## config.mk

```make
export PLATFORM = sky130hd
export DESIGN_NAME = dmux_router_0_flat
export DESIGN_NICKNAME = d
export VERILOG_FILES = /design/src/rtl/dmux_router_0_if.sv /design/src/rtl/dmux_router_0.sv /design/src/flat_wrapper.sv
export SDC_FILE = /design/constraint.sdc
export NUM_CORES = 1
export LEC_CHECK = 0
export CORE_ASPECT_RATIO = 2
export CORE_MARGIN = 2
export CORE_UTILIZATION = 25
export DETAILED_ROUTE_END_ITERATION = 12
export DONT_BUFFER_PORTS = 1
export GPL_TIMING_DRIVEN = 1
export PLACE_DENSITY = 0.39
export SLEW_MARGIN = 20
export SYNTH_ARGS = -nofsm -noshare
export SYNTH_HDL_FRONTEND = slang
export SYNTH_SLANG_ARGS = --single-unit
```

## constraint.sdc

```tcl
create_clock -name clk -period 3.3 [get_ports clk]
set_input_delay 0.33 -clock clk [delete_from_list [all_inputs] [get_ports clk]]
set_output_delay 0.33 -clock clk [all_outputs]
set_load 0.005 [all_outputs]
```

## src/rtl/dmux_router_0_if.sv

```systemverilog
// dmux_router_0_if
// Bundles the producer-side valid/ready stream, the per-destination output
// slots and the accepted-word counter of the fan-out router.
//   in_valid/in_ready/in_data/in_sel : single input stream with select field
//   out_valid/out_ready/out_data     : N_OUT destination handshakes, slot i
//                                      at out_data[i*WIDTH +: WIDTH]
//   accept_cnt                       : words accepted since reset
// Modports: slave = router side, master = producer/consumer (environment).
interface dmux_router_0_if #(
   parameter int WIDTH = 16,
   parameter int SEL_W = 2,
   parameter int CNT_W = 16
);
   localparam int N_OUT = 1 << SEL_W;

   logic                   in_valid;
   logic                   in_ready;
   logic [WIDTH-1:0]       in_data;
   logic [SEL_W-1:0]       in_sel;
   logic [N_OUT-1:0]       out_valid;
   logic [N_OUT-1:0]       out_ready;
   logic [N_OUT*WIDTH-1:0] out_data;
   logic [CNT_W-1:0]       accept_cnt;

   modport slave (
      input  in_valid, in_data, in_sel, out_ready,
      output in_ready, out_valid, out_data, accept_cnt
   );

   modport master (
      output in_valid, in_data, in_sel, out_ready,
      input  in_ready, out_valid, out_data, accept_cnt
   );
endinterface

```

## src/rtl/dmux_router_0.sv

```systemverilog
// dmux_router_0
// Routing fan-out stage: one valid/ready input stream is steered to one of
// N_OUT = 2**SEL_W destinations chosen by in_sel. Each destination owns a
// one-entry holding slot, so a stalled consumer only blocks words addressed
// to it. Back-to-back pop and refill of a slot gives one word/cycle/slot.
// Ports:
//   clk   : rising-edge clock
//   reset : asynchronous, active-high; clears slots, valids and counter
//   bus   : dmux_router_0_if.slave (stream in, slots out, accept_cnt)
module dmux_router_0 #(
   parameter int WIDTH = 16,
   parameter int SEL_W = 2,
   parameter int CNT_W = 16
) (
   input  logic                  clk,
   input  logic                  reset,
   dmux_router_0_if.slave        bus
);
   localparam int N_OUT = 1 << SEL_W;

   logic [N_OUT-1:0]            vld_q, vld_d;
   logic [N_OUT-1:0][WIDTH-1:0] data_q, data_d;
   logic [CNT_W-1:0]            cnt_q, cnt_d;
   logic                        ready_o;
   logic                        accept;

   // Readiness looks only at the addressed slot: it can take a word if it is
   // empty or is being drained this same cycle.
   assign ready_o = ~vld_q[bus.in_sel] | bus.out_ready[bus.in_sel];
   assign accept  = bus.in_valid & ready_o;

   always_comb begin
      // Pops clear their slot; an accept into the same slot re-sets it below,
      // which is what lets a slot refill in the cycle it drains.
      vld_d  = vld_q & ~bus.out_ready;
      data_d = data_q;
      cnt_d  = cnt_q;
      if (accept) begin
         vld_d[bus.in_sel]  = 1'b1;
         data_d[bus.in_sel] = bus.in_data;
         cnt_d              = cnt_q + CNT_W'(1);
      end
   end

   always_ff @(posedge clk or posedge reset) begin
      if (reset) begin
         vld_q  <= '0;
         data_q <= '0;
         cnt_q  <= '0;
      end else begin
         vld_q  <= vld_d;
         data_q <= data_d;
         cnt_q  <= cnt_d;
      end
   end

   assign bus.in_ready   = ready_o;
   assign bus.out_valid  = vld_q;
   assign bus.out_data   = data_q;
   assign bus.accept_cnt = cnt_q;
endmodule
```

## src/flat_wrapper.sv

```systemverilog
// flat-port wrapper written by rule: the top's interface ports become plain ports
module dmux_router_0_flat 
#(
   parameter int WIDTH = 16,
   parameter int SEL_W = 2,
   parameter int CNT_W = 16
)
  (clk, reset, bus_in_valid, bus_in_data, bus_in_sel, bus_out_ready, bus_in_ready, bus_out_valid, bus_out_data, bus_accept_cnt);
  dmux_router_0_if #(.WIDTH(WIDTH), .SEL_W(SEL_W), .CNT_W(CNT_W)) bus_i ();
  input  logic clk;
  input  logic reset;
  input wire logic [$bits(bus_i.in_valid)-1:0] bus_in_valid;
  input wire logic [$bits(bus_i.in_data)-1:0] bus_in_data;
  input wire logic [$bits(bus_i.in_sel)-1:0] bus_in_sel;
  input wire logic [$bits(bus_i.out_ready)-1:0] bus_out_ready;
  output wire logic [$bits(bus_i.in_ready)-1:0] bus_in_ready;
  output wire logic [$bits(bus_i.out_valid)-1:0] bus_out_valid;
  output wire logic [$bits(bus_i.out_data)-1:0] bus_out_data;
  output wire logic [$bits(bus_i.accept_cnt)-1:0] bus_accept_cnt;
  assign bus_i.in_valid = bus_in_valid;
  assign bus_i.in_data = bus_in_data;
  assign bus_i.in_sel = bus_in_sel;
  assign bus_i.out_ready = bus_out_ready;
  assign bus_in_ready = bus_i.in_ready;
  assign bus_out_valid = bus_i.out_valid;
  assign bus_out_data = bus_i.out_data;
  assign bus_accept_cnt = bus_i.accept_cnt;
  dmux_router_0 #(.WIDTH(WIDTH), .SEL_W(SEL_W), .CNT_W(CNT_W)) u_core (.clk(clk), .reset(reset), .bus(bus_i));
endmodule
```

==> impl_metrics.toml, run 1 <==
[finish]
final_area_um2 = 3850
final_layout_size_suffix_gt1_frac = 0.382
final.fill_count = 1317
finalNetCount = 255
utilization = 0.295
antenna_cells = 0
area_delta_synth_final_pct = 15.1
multi_input_area_um2 = 1170
final-seq-area_um2 = 2100

[die]
io_pins = 110
die_x_extent_um = 85.8
design.die.area_um2 = 14400
die_y_um = 168
placement_rows = 59
placeableCoreArea_um2 = 13100
starting_density = 0.256

[global_routing]
grt_start_max_net_pins = 35
grt.total_usage = 0.115
number_of_antenna_violations_at_the_first_check_in_global_routing = 0
gr-total-overflow = 0
grt_first_pass_wirelength_mm = 12.0
first_global_vias = 1905

[timing]
final.setup.tns_ns = 0
period_share = 0.571
max_clock_freq_ghz = 0.531
post-route-min-period_ns = 1.88
final_hold_viol_count = 0
final.setup_skew_ns = 0.00779
final-setup-viol-count = 0
final_count_of_pins_violating_max_slew = 0
finalWorstSetupSlack_ns = 1.42
slew-limit-headroom = 0.366
tightest_slew_ns = 0.950
hold_slack_ns = 0.116
grt_setup_unrepaired = "false"

[power_and_ir_drop]
power_per_standard_cell_area_nw_per_um2 = 754
total_leakage_power_uw = 0.00160
peak_vdd_ir_uv = 229

[clocking]
clock_pin_slew_on_the_worst_setup_and_hold_paths_ns = 0.06
clock_tree.htree_level_count = 3
cts_setup_buffers = 0
clock_path_buffers = 2
cts_hold_buffers = 1
clock_tree_from_tritoncts = "done"
insertion_delay_ns = 0.33
cts_root_buffer = "clkbuf_16"
ctsResizeCount = 0
clock-sinks = 84
cts_made_buffers = 9

[synth]
mappedNetlistNets = 247
yosysSeqAreaShare = 0.628
count_of_synthesis_stage_warnings_from_yosys = 0
syn_area_per_cell_um2 = 15.1
synth-seq-cells = 84
mappedNetlistArea_um2 = 3350
postSynthCellCount = 221
synth.distinct_cells = 26

[route]
postRouteWirelength_mm = 7.92
routed_via_density = 4.62
routed-via-count = 1780
drcViolationCount = 10
detail_route.first_pass.iterations = 9
route.antenna.remaining_nets = 0
drt-initial-drc-count = 62
routed_wire_length_per_instance_um = 20.6

[worst_setup_path]
worst-setup-path-type = "flip-flop to flip-flop"
timing.critical_path.required_ns = 3.51
worst_setup_path_start_kind = "flip-flop"
worst_setup_path_end_kind = "flip-flop"
critPathArrivalTime_ns = 2.09
critical_path_peak_fanout = 16

[place]
pre_cts_slack_ns = 1.31
globalplace.congestion = 0.705
placed_area_um2 = 3500
buffers_on_ports = 0
hpwl_mm = 5.55

[flow_run]
drv_cap = 0

[outcome]
violations = "DRC"
status = "finished with violations"

[min_path]
min-delay-path-class = "input pin to flip-flop"
==> flip-flops by register name, indices dropped and copies added, names as in the netlist <==
| name | count |
|---|---|
| u_core.bus.accept_cnt | 16 |
| u_core.bus.out_data | 64 |
| u_core.bus.out_valid | 4 |
==> kinds of logic (layout without fill, tap and decap cells) <==
logic type               after synthesis  after routing  synth area share
flip-flops                            84             84             0.628
multiplexers                          66             66             0.226
AND/OR/NAND/NOR                       43             43            0.0785
XOR/XNOR                              15             15            0.0393
buffers and inverters                 10             22            0.0217
AO/OA/AOI/OAI                          2              2           0.00299
adder cells (fa/ha/maj)                1              1           0.00374
==> per-stage QoR <==
| step | std cells | total power [uW] |
|---|---|---|
| global placement | 369 | 1770 |
| finish | 385 | 2900 |
| detailed placement | 369 | 1780 |
| floorplan | 221 | 1670 |
| CTS | 385 | 2970 |
| global route | 385 | 3040 |
==> path summary, 6_finish.rpt <==
check	startpoint	end	slack (ns)	depth (start not counted)
max	u_core.bus.out_valid[2]$_DFF_PP0_	u_core.bus.out_data[34]$_DFFE_PP0P_	1.42	4
min	bus_in_sel[0]	u_core.bus.out_valid[2]$_DFF_PP0_	0.12	1
max reg2reg	u_core.bus.out_valid[2]$_DFF_PP0_	u_core.bus.out_data[34]$_DFFE_PP0P_	1.42	4
min reg2reg	u_core.bus.accept_cnt[15]$_DFFE_PP0P_	u_core.bus.accept_cnt[15]$_DFFE_PP0P_	0.51	1
max in group asynchronous	reset	u_core.bus.out_data[32]$_DFFE_PP0P_	1.95	3
min in group asynchronous	reset	u_core.bus.accept_cnt[3]$_DFFE_PP0P_	0.51	2
==> placed cells by master (no fill, tap or decap), types with 2 or more instances in the layout <==
cell / instances
dfrtp_1: 84
mux2_2: 63
xnor2_1: 15
clkbuf_16: 9
nand2_1: 8
nand4_1: 8
nand3_1: 7
and3_1: 4
buf_4: 4
nand2b_1: 3
nor2_1: 3
bufinv_16: 3
mux2_1: 2
o21ai_0: 2
nand3_2: 2
==> synthesized netlist by cell type <==
cell type,number,area (um^2)
nor2_2,1,6.26
inv_1,2,7.51
and2_1,1,6.26
mux2_1,2,22.5
and3_1,4,25.0
and4_1,1,8.76
nand4_1,8,50.1
dfrtp_1,84,2100
xnor2_1,15,131
buf_6,2,22.5
nand2b_4,1,13.8
nand3_2,2,20.0
o21ai_0,2,10.0
buf_4,5,37.5
nand2b_1,3,18.8
nor3_1,1,5.00
mux2_2,63,709
nand2_2,1,6.26
mux4_2,1,22.5
nor3b_1,1,7.51
buf_2,1,5.00
nor2_1,3,11.3
nand2_1,8,30.0
nand3_1,7,35.0
nor3b_4,1,18.8
ha_1,1,12.5
==> final cells by class <==
class	count	share of cell area
Timing Repair Buffer	5	0.0104
Clock buffer	11	0.0630
Clock inverter	4	0.0253
Tap cell	152	0.0494
Sequential cell	84	0.546
Inverter	2	0.00227
Multi-Input combinational cell	127	0.304
==> routing by layer <==
metal  global-route usage  share of wire  up-vias  routed length (um)
li1                     -              -      791                   -
met1                0.116           0.35      909                2740
met2                0.208           0.56       73                4470
met3               0.0399          0.070        7                 551
met4               0.0497          0.020        0                 160
met5                    0              0        -                   0
==> power breakdown <==
part / total, uW / leakage, uW / switching (uW) / internal (uW)
Clock: 1160 / 0.000162 / 402 / 757
Combinational: 296 / 0.000417 / 112 / 184
Sequential: 1450 / 0.00102 / 210 / 1240
Total: 2900 / 0.00160 / 723 / 2180
==> critical path, cell delays in order (launching register included) <==
cell and delay [ns]:
dfrtp_1 0.39, nand2b_1 0.12, nand3_1 0.11, nor2_2 0.73, mux2_2 0.41
Power figures use the tool's default switching activity.
==> inputs of run 2 (changes only) <==
PLACE_DENSITY = 0.41   (was 0.39)
clock period = 1.5 ns   (was 3.3 ns; I/O delays follow)
==> run 2 against run 1 <==
Effect of this change: the flow finishes with violations (DRC, setup timing); via count increased by 13%; clock-buffer cell count unchanged; final cell count increased by 15%; setup slack got worse by 1.6 ns; critical path type is now flip-flop to output pin; largest power group unchanged; combinational power increased to 4.1 times the previous value.
==> impl_metrics.toml, run 2 (synthesized netlist as in run 1, its figures left out) <==
[global_routing]
number_of_antenna_violations_at_the_first_check_in_global_routing = 0
grt.total_usage = 0.124
gr-total-overflow = 0
first_global_vias = 2165
grt_start_max_net_pins = 85
grt_first_pass_wirelength_mm = 13.2

[outcome]
status = "finished with violations"
violations = "DRC, setup timing"

[place]
placed_area_um2 = 3740
hpwl_mm = 5.96
globalplace.congestion = 0.723
pre_cts_slack_ns = 0.00508
buffers_on_ports = 0

[finish]
area_delta_synth_final_pct = 37.2
layout.cells.most_common_list = "dfrtp_1 (84), mux2_2 (33), mux2_4 (32)"
final_area_um2 = 4590
final.fill_count = 1262
multi_input_area_um2 = 1400
finalNetCount = 310
largest_register_ff_count = 64
antenna_cells = 0
layout.cells.most_common = "dfrtp_1"
final_layout_size_suffix_gt1_frac = 0.491
final-seq-area_um2 = 2100

[worst_setup_path]
worst_setup_path_end_kind = "output pin"
worst-setup-path-type = "flip-flop to output pin"
critPathArrivalTime_ns = 1.52
critical_path_peak_fanout = 2
worst_setup_path_start_kind = "flip-flop"
timing.critical_path.required_ns = 1.35

[min_path]
min-delay-path-class = "input pin to flip-flop"

[timing]
final_count_of_pins_violating_max_slew = 0
final-setup-viol-count = 15
max_clock_freq_ghz = 0.598
grt_setup_unrepaired = "true"
post-route-min-period_ns = 1.67
final_hold_viol_count = 0
tightest_slew_ns = 0.482
period_share = 1.11
final.setup_skew_ns = 0.00975
finalWorstSetupSlack_ns = -0.171
slew-limit-headroom = 0.679

[route]
routed-via-count = 2004
drcViolationCount = 8
postRouteWirelength_mm = 8.85
routed_wire_length_per_instance_um = 20.1
detail_route.first_pass.iterations = 8
routed_via_density = 4.54
route.antenna.remaining_nets = 0
drt-initial-drc-count = 64

[die]
placeableCoreArea_um2 = 13100
starting_density = 0.256
design.die.area_um2 = 14400
placement_rows = 59
io_pins = 110
die_x_extent_um = 85.8
die_y_um = 168

[power_and_ir_drop]
power.total_uw = 6420
power_per_standard_cell_area_nw_per_um2 = 1400
total_leakage_power_uw = 0.00201
peak_vdd_ir_uv = 500

[clocking]
clock-sinks = 84
clock_tree_from_tritoncts = "done"
cts_made_buffers = 9
clock_path_buffers = 2
clock_tree.htree_level_count = 3
clock_pin_slew_on_the_worst_setup_and_hold_paths_ns = 0.06
insertion_delay_ns = 0.34
cts_root_buffer = "clkbuf_16"

[flow_run]
drv_cap = 0
run 2: changes by cell type in the layout (fill, tap and decap cells not counted), sizes merged:
cell and change:
buf +35, bufinv -3, clkinv +2, clkbuf +1
dlygate4sd3 +19, clkinvlp +2
run 2: power by group:
part,internal [uW],leakage [uW],switching (uW)
registers,2730,0.00102,406
logic,761,0.000860,436
clock network,1170,0.000132,915
run 2: path summary, 6_finish.rpt:
path / from / end / slack [ns] / depth (start not counted)
worst max-delay path: u_core.bus.out_valid[3]$_DFF_PP0_ / bus_in_ready / -0.17 / 4
worst min-delay path: bus_in_sel[1] / u_core.bus.out_valid[2]$_DFF_PP0_ / 0.05 / 2
worst max register to register: u_core.bus.out_valid[3]$_DFF_PP0_ / u_core.bus.accept_cnt[2]$_DFFE_PP0P_ / -0.16 / 7
worst min register to register: u_core.bus.accept_cnt[15]$_DFFE_PP0P_ / u_core.bus.accept_cnt[15]$_DFFE_PP0P_ / 0.50 / 1
max in group asynchronous: reset / u_core.bus.out_data[15]$_DFFE_PP0P_ / 0.69 / 3
min in group asynchronous: reset / u_core.bus.accept_cnt[2]$_DFFE_PP0P_ / 0.41 / 3
run 2: worst max-delay path, cell delays in order (launching register included):
cell and delay (ns):
dfrtp_1 0.34, nand2b_1 0.08, mux4_2 0.52, buf_8 0.15, buf_6 0.10
run 2: through the flow:
step           std cells  hold slack (ns)  setup TNS (ns)   util
4_1_cts              437           0.0337           -1.09  0.329
2_1_floorplan        221            0.260               0      -
3_5_place_dp         394            0.190               0  0.286
5_1_grt              441           0.0564           -3.77  0.351
3_3_place_gp         394            0.189               0  0.286
6_report             441           0.0484           -2.04  0.351
run 2: timing repair:
item / in CTS / in global routing
buffers inserted: 7 / 4
setup endpoints to repair: 3 / 49
pin swaps: 0 / 10
endpoints found under the hold margin: 154 / 0
gates resized for setup: 8 / 55
cloned: 0 / 1
hold buffers: 20 / 0
run 2: layer usage:
metal	track usage	wire [um]	vias up
met4	0.0518	134	0
met2	0.229	5070	65
li1	-	-	900
met5	0	0	-
met1	0.131	3190	1033
met3	0.0310	464	6
run 2: cell type report:
type                    instances  share of cell area
clock buffers                  11              0.0529
clock inverters                 5             0.00818
inverters                       2             0.00245
multi-input cells             127               0.305
flip-flops and latches         84               0.458
well taps                     152              0.0414
repair buffers                 60               0.132
==> inputs of run 3 (changes only) <==
CAP_MARGIN = 20   (was default)
PLACE_DENSITY = 0.39   (was 0.41)
clock period = 1.9 ns   (was 1.5 ns; I/O delays follow)
==> run 3 against run 2 <==
Effect of this change: the flow finishes with violations (DRC); die area stayed put; non-clock buffer count decreased by 31; register-to-register slack improved by 0.49 ns; sequential power shrank 20%; global-route usage down 0.60 points; clock power shrank 15%; hold slack worse by 0.036 ns; setup slack improved by 0.33 ns; cell area down 11%; combinational power down 49%.
==> impl_metrics.toml, run 3 (synthesized netlist as in run 1, its figures left out) <==
[outcome]
status = "finished with violations"
violations = "DRC"

[die]
die_x_extent_um = 85.8
design.die.area_um2 = 14400
io_pins = 110
placeableCoreArea_um2 = 13100
die_y_um = 168
starting_density = 0.256
placement_rows = 59

[power_and_ir_drop]
share_comb_of_total_power = 0.126
peak_vdd_ir_uv = 419
power_per_standard_cell_area_nw_per_um2 = 1200
cellInternalPower_uw = 3560
total_switching_power_uw = 1340
p_clk_frac = 0.362
total_leakage_power_uw = 0.00170
share_seq_of_total_power = 0.512
switching_share = 0.273

[clocking]
clock_tree.htree_level_count = 3
clock_tree_from_tritoncts = "done"
clock_path_buffers = 2
insertion_delay_ns = 0.34
clock_pin_slew_on_the_worst_setup_and_hold_paths_ns = 0.07
cts_setup_buffers = 0
cts_root_buffer = "clkbuf_16"
clock-sinks = 84
cts_made_buffers = 9

[timing]
period_share = 0.917
tightest_slew_ns = 0.413
final_hold_viol_count = 0
slew-limit-headroom = 0.723
final_count_of_pins_violating_max_slew = 0
final.setup.tns_ns = 0
max_clock_freq_ghz = 0.574
hold_slack_ns = 0.0128
post-route-min-period_ns = 1.74
final-setup-viol-count = 0
final.setup_skew_ns = 0.0104
grt_setup_unrepaired = "false"

[global_routing]
grt_first_pass_wirelength_mm = 12.6
grt.total_usage = 0.118
gr-total-overflow = 0
number_of_antenna_violations_at_the_first_check_in_global_routing = 0
grt_start_max_net_pins = 57
first_global_vias = 2076

[worst_setup_path]
critPathArrivalTime_ns = 1.55
critical_path_peak_fanout = 15
worst_setup_path_start_kind = "flip-flop"
timing.critical_path.required_ns = 1.71
worst_setup_path_end_kind = "output pin"
worst-setup-path-type = "flip-flop to output pin"

[finish]
number_of_cells_in_the_finished_layout_apart_from_fillers = 410
antenna_cells = 0
finalNetCount = 279
largest_register_ff_count = 64
final.fill_count = 1319
multi_input_area_um2 = 1170
final_layout_size_suffix_gt1_frac = 0.372
layout.cells.most_common = "dfrtp_1"
utilization = 0.313
layout.cells.most_common_list = "dfrtp_1 (84), mux2_2 (63), dlygate4sd3_1 (20)"
area_delta_synth_final_pct = 22.3
final-seq-area_um2 = 2100

[route]
routed-via-count = 1903
routed_via_density = 4.64
route.antenna.remaining_nets = 0
detail_route.first_pass.iterations = 9
routed_wire_length_per_instance_um = 19.8
drt-initial-drc-count = 73
drcViolationCount = 8
postRouteWirelength_mm = 8.12

[place]
globalplace.congestion = 0.721
hpwl_mm = 5.68
buffers_on_ports = 0
placed_cells = 374

[min_path]
min-delay-path-class = "input pin to flip-flop"

[flow_run]
drv_cap = 0
==> run 3: cell types whose count changed in the layout (fill, tap and decap cells not counted), sizes merged <==
| cell | previous run | this run |
|---|---|---|
| buf | 39 | 9 |
| inv | 1 | 4 |
| clkbuf | 12 | 9 |
| clkinvlp | 3 | 2 |
| clkinv | 3 | 2 |
| bufinv | 0 | 1 |
==> run 3: power by group through the flow <==
stage | Combinational (uW) | Clock [uW] | Sequential [uW]
finish | 617 | 1770 | 2500
global route | 689 | 1910 | 2560
detailed placement | 583 | 0 | 2560
global placement | 566 | 0 | 2560
CTS | 633 | 1850 | 2520
floorplan | 465 | 0 | 2430
==> run 3: repair_timing <==
item,in CTS,in global routing
resized for setup,0,0
endpoints found under the hold margin,153,0
hold buffers,20,0
==> run 3: path summary, 6_finish.rpt <==
check,startpoint,endpoint,slack [ns],cells after the start
min in group asynchronous,reset,u_core.bus.out_valid[3]$_DFF_PP0_,0.40,3
worst max-delay path,u_core.bus.out_valid[3]$_DFF_PP0_,bus_in_ready,0.16,3
worst min register to register,u_core.bus.accept_cnt[15]$_DFFE_PP0P_,u_core.bus.accept_cnt[15]$_DFFE_PP0P_,0.50,1
worst max register to register,u_core.bus.out_valid[3]$_DFF_PP0_,u_core.bus.accept_cnt[1]$_DFFE_PP0P_,0.33,4
worst min-delay path,bus_in_valid,u_core.bus.accept_cnt[5]$_DFFE_PP0P_,0.01,2
max in group asynchronous,reset,u_core.bus.out_data[24]$_DFFE_PP0P_,1.15,3
==> run 3: final cells by class <==
cell class,count,area share
Tap cell,152,0.0465
Inverter,2,0.00275
Multi-Input combinational cell,127,0.286
Timing Repair Buffer,29,0.0777
Sequential cell,84,0.514
Clock buffer,9,0.0550
Clock inverter,7,0.0180
==> run 3: per-stage QoR <==
stage	cell area [um^2]	worst slack (ns)	total power (uW)
floorplan	3350	0.366	2890
global placement	3590	0.343	3120
detailed placement	3590	0.317	3140
CTS	4090	0.113	5000
global route	4090	0.0973	5160
finish	4090	0.157	4900
==> run 3: routing by layer <==
| metal | GRT usage | share of wire | vias up |
|---|---|---|---|
| met3 | 0.0370 | 0.058 | 11 |
| met5 | 0 | 0 | - |
| li1 | - | - | 847 |
| met4 | 0.0538 | 0.021 | 0 |
| met2 | 0.212 | 0.56 | 66 |
| met1 | 0.124 | 0.36 | 979 |
==> run 3: worst max-delay path, cell delays in order (launching register included) <==
cell      delay (ns)
dfrtp_1         0.36
nand2b_1        0.12
mux4_2          0.50
buf_4           0.22
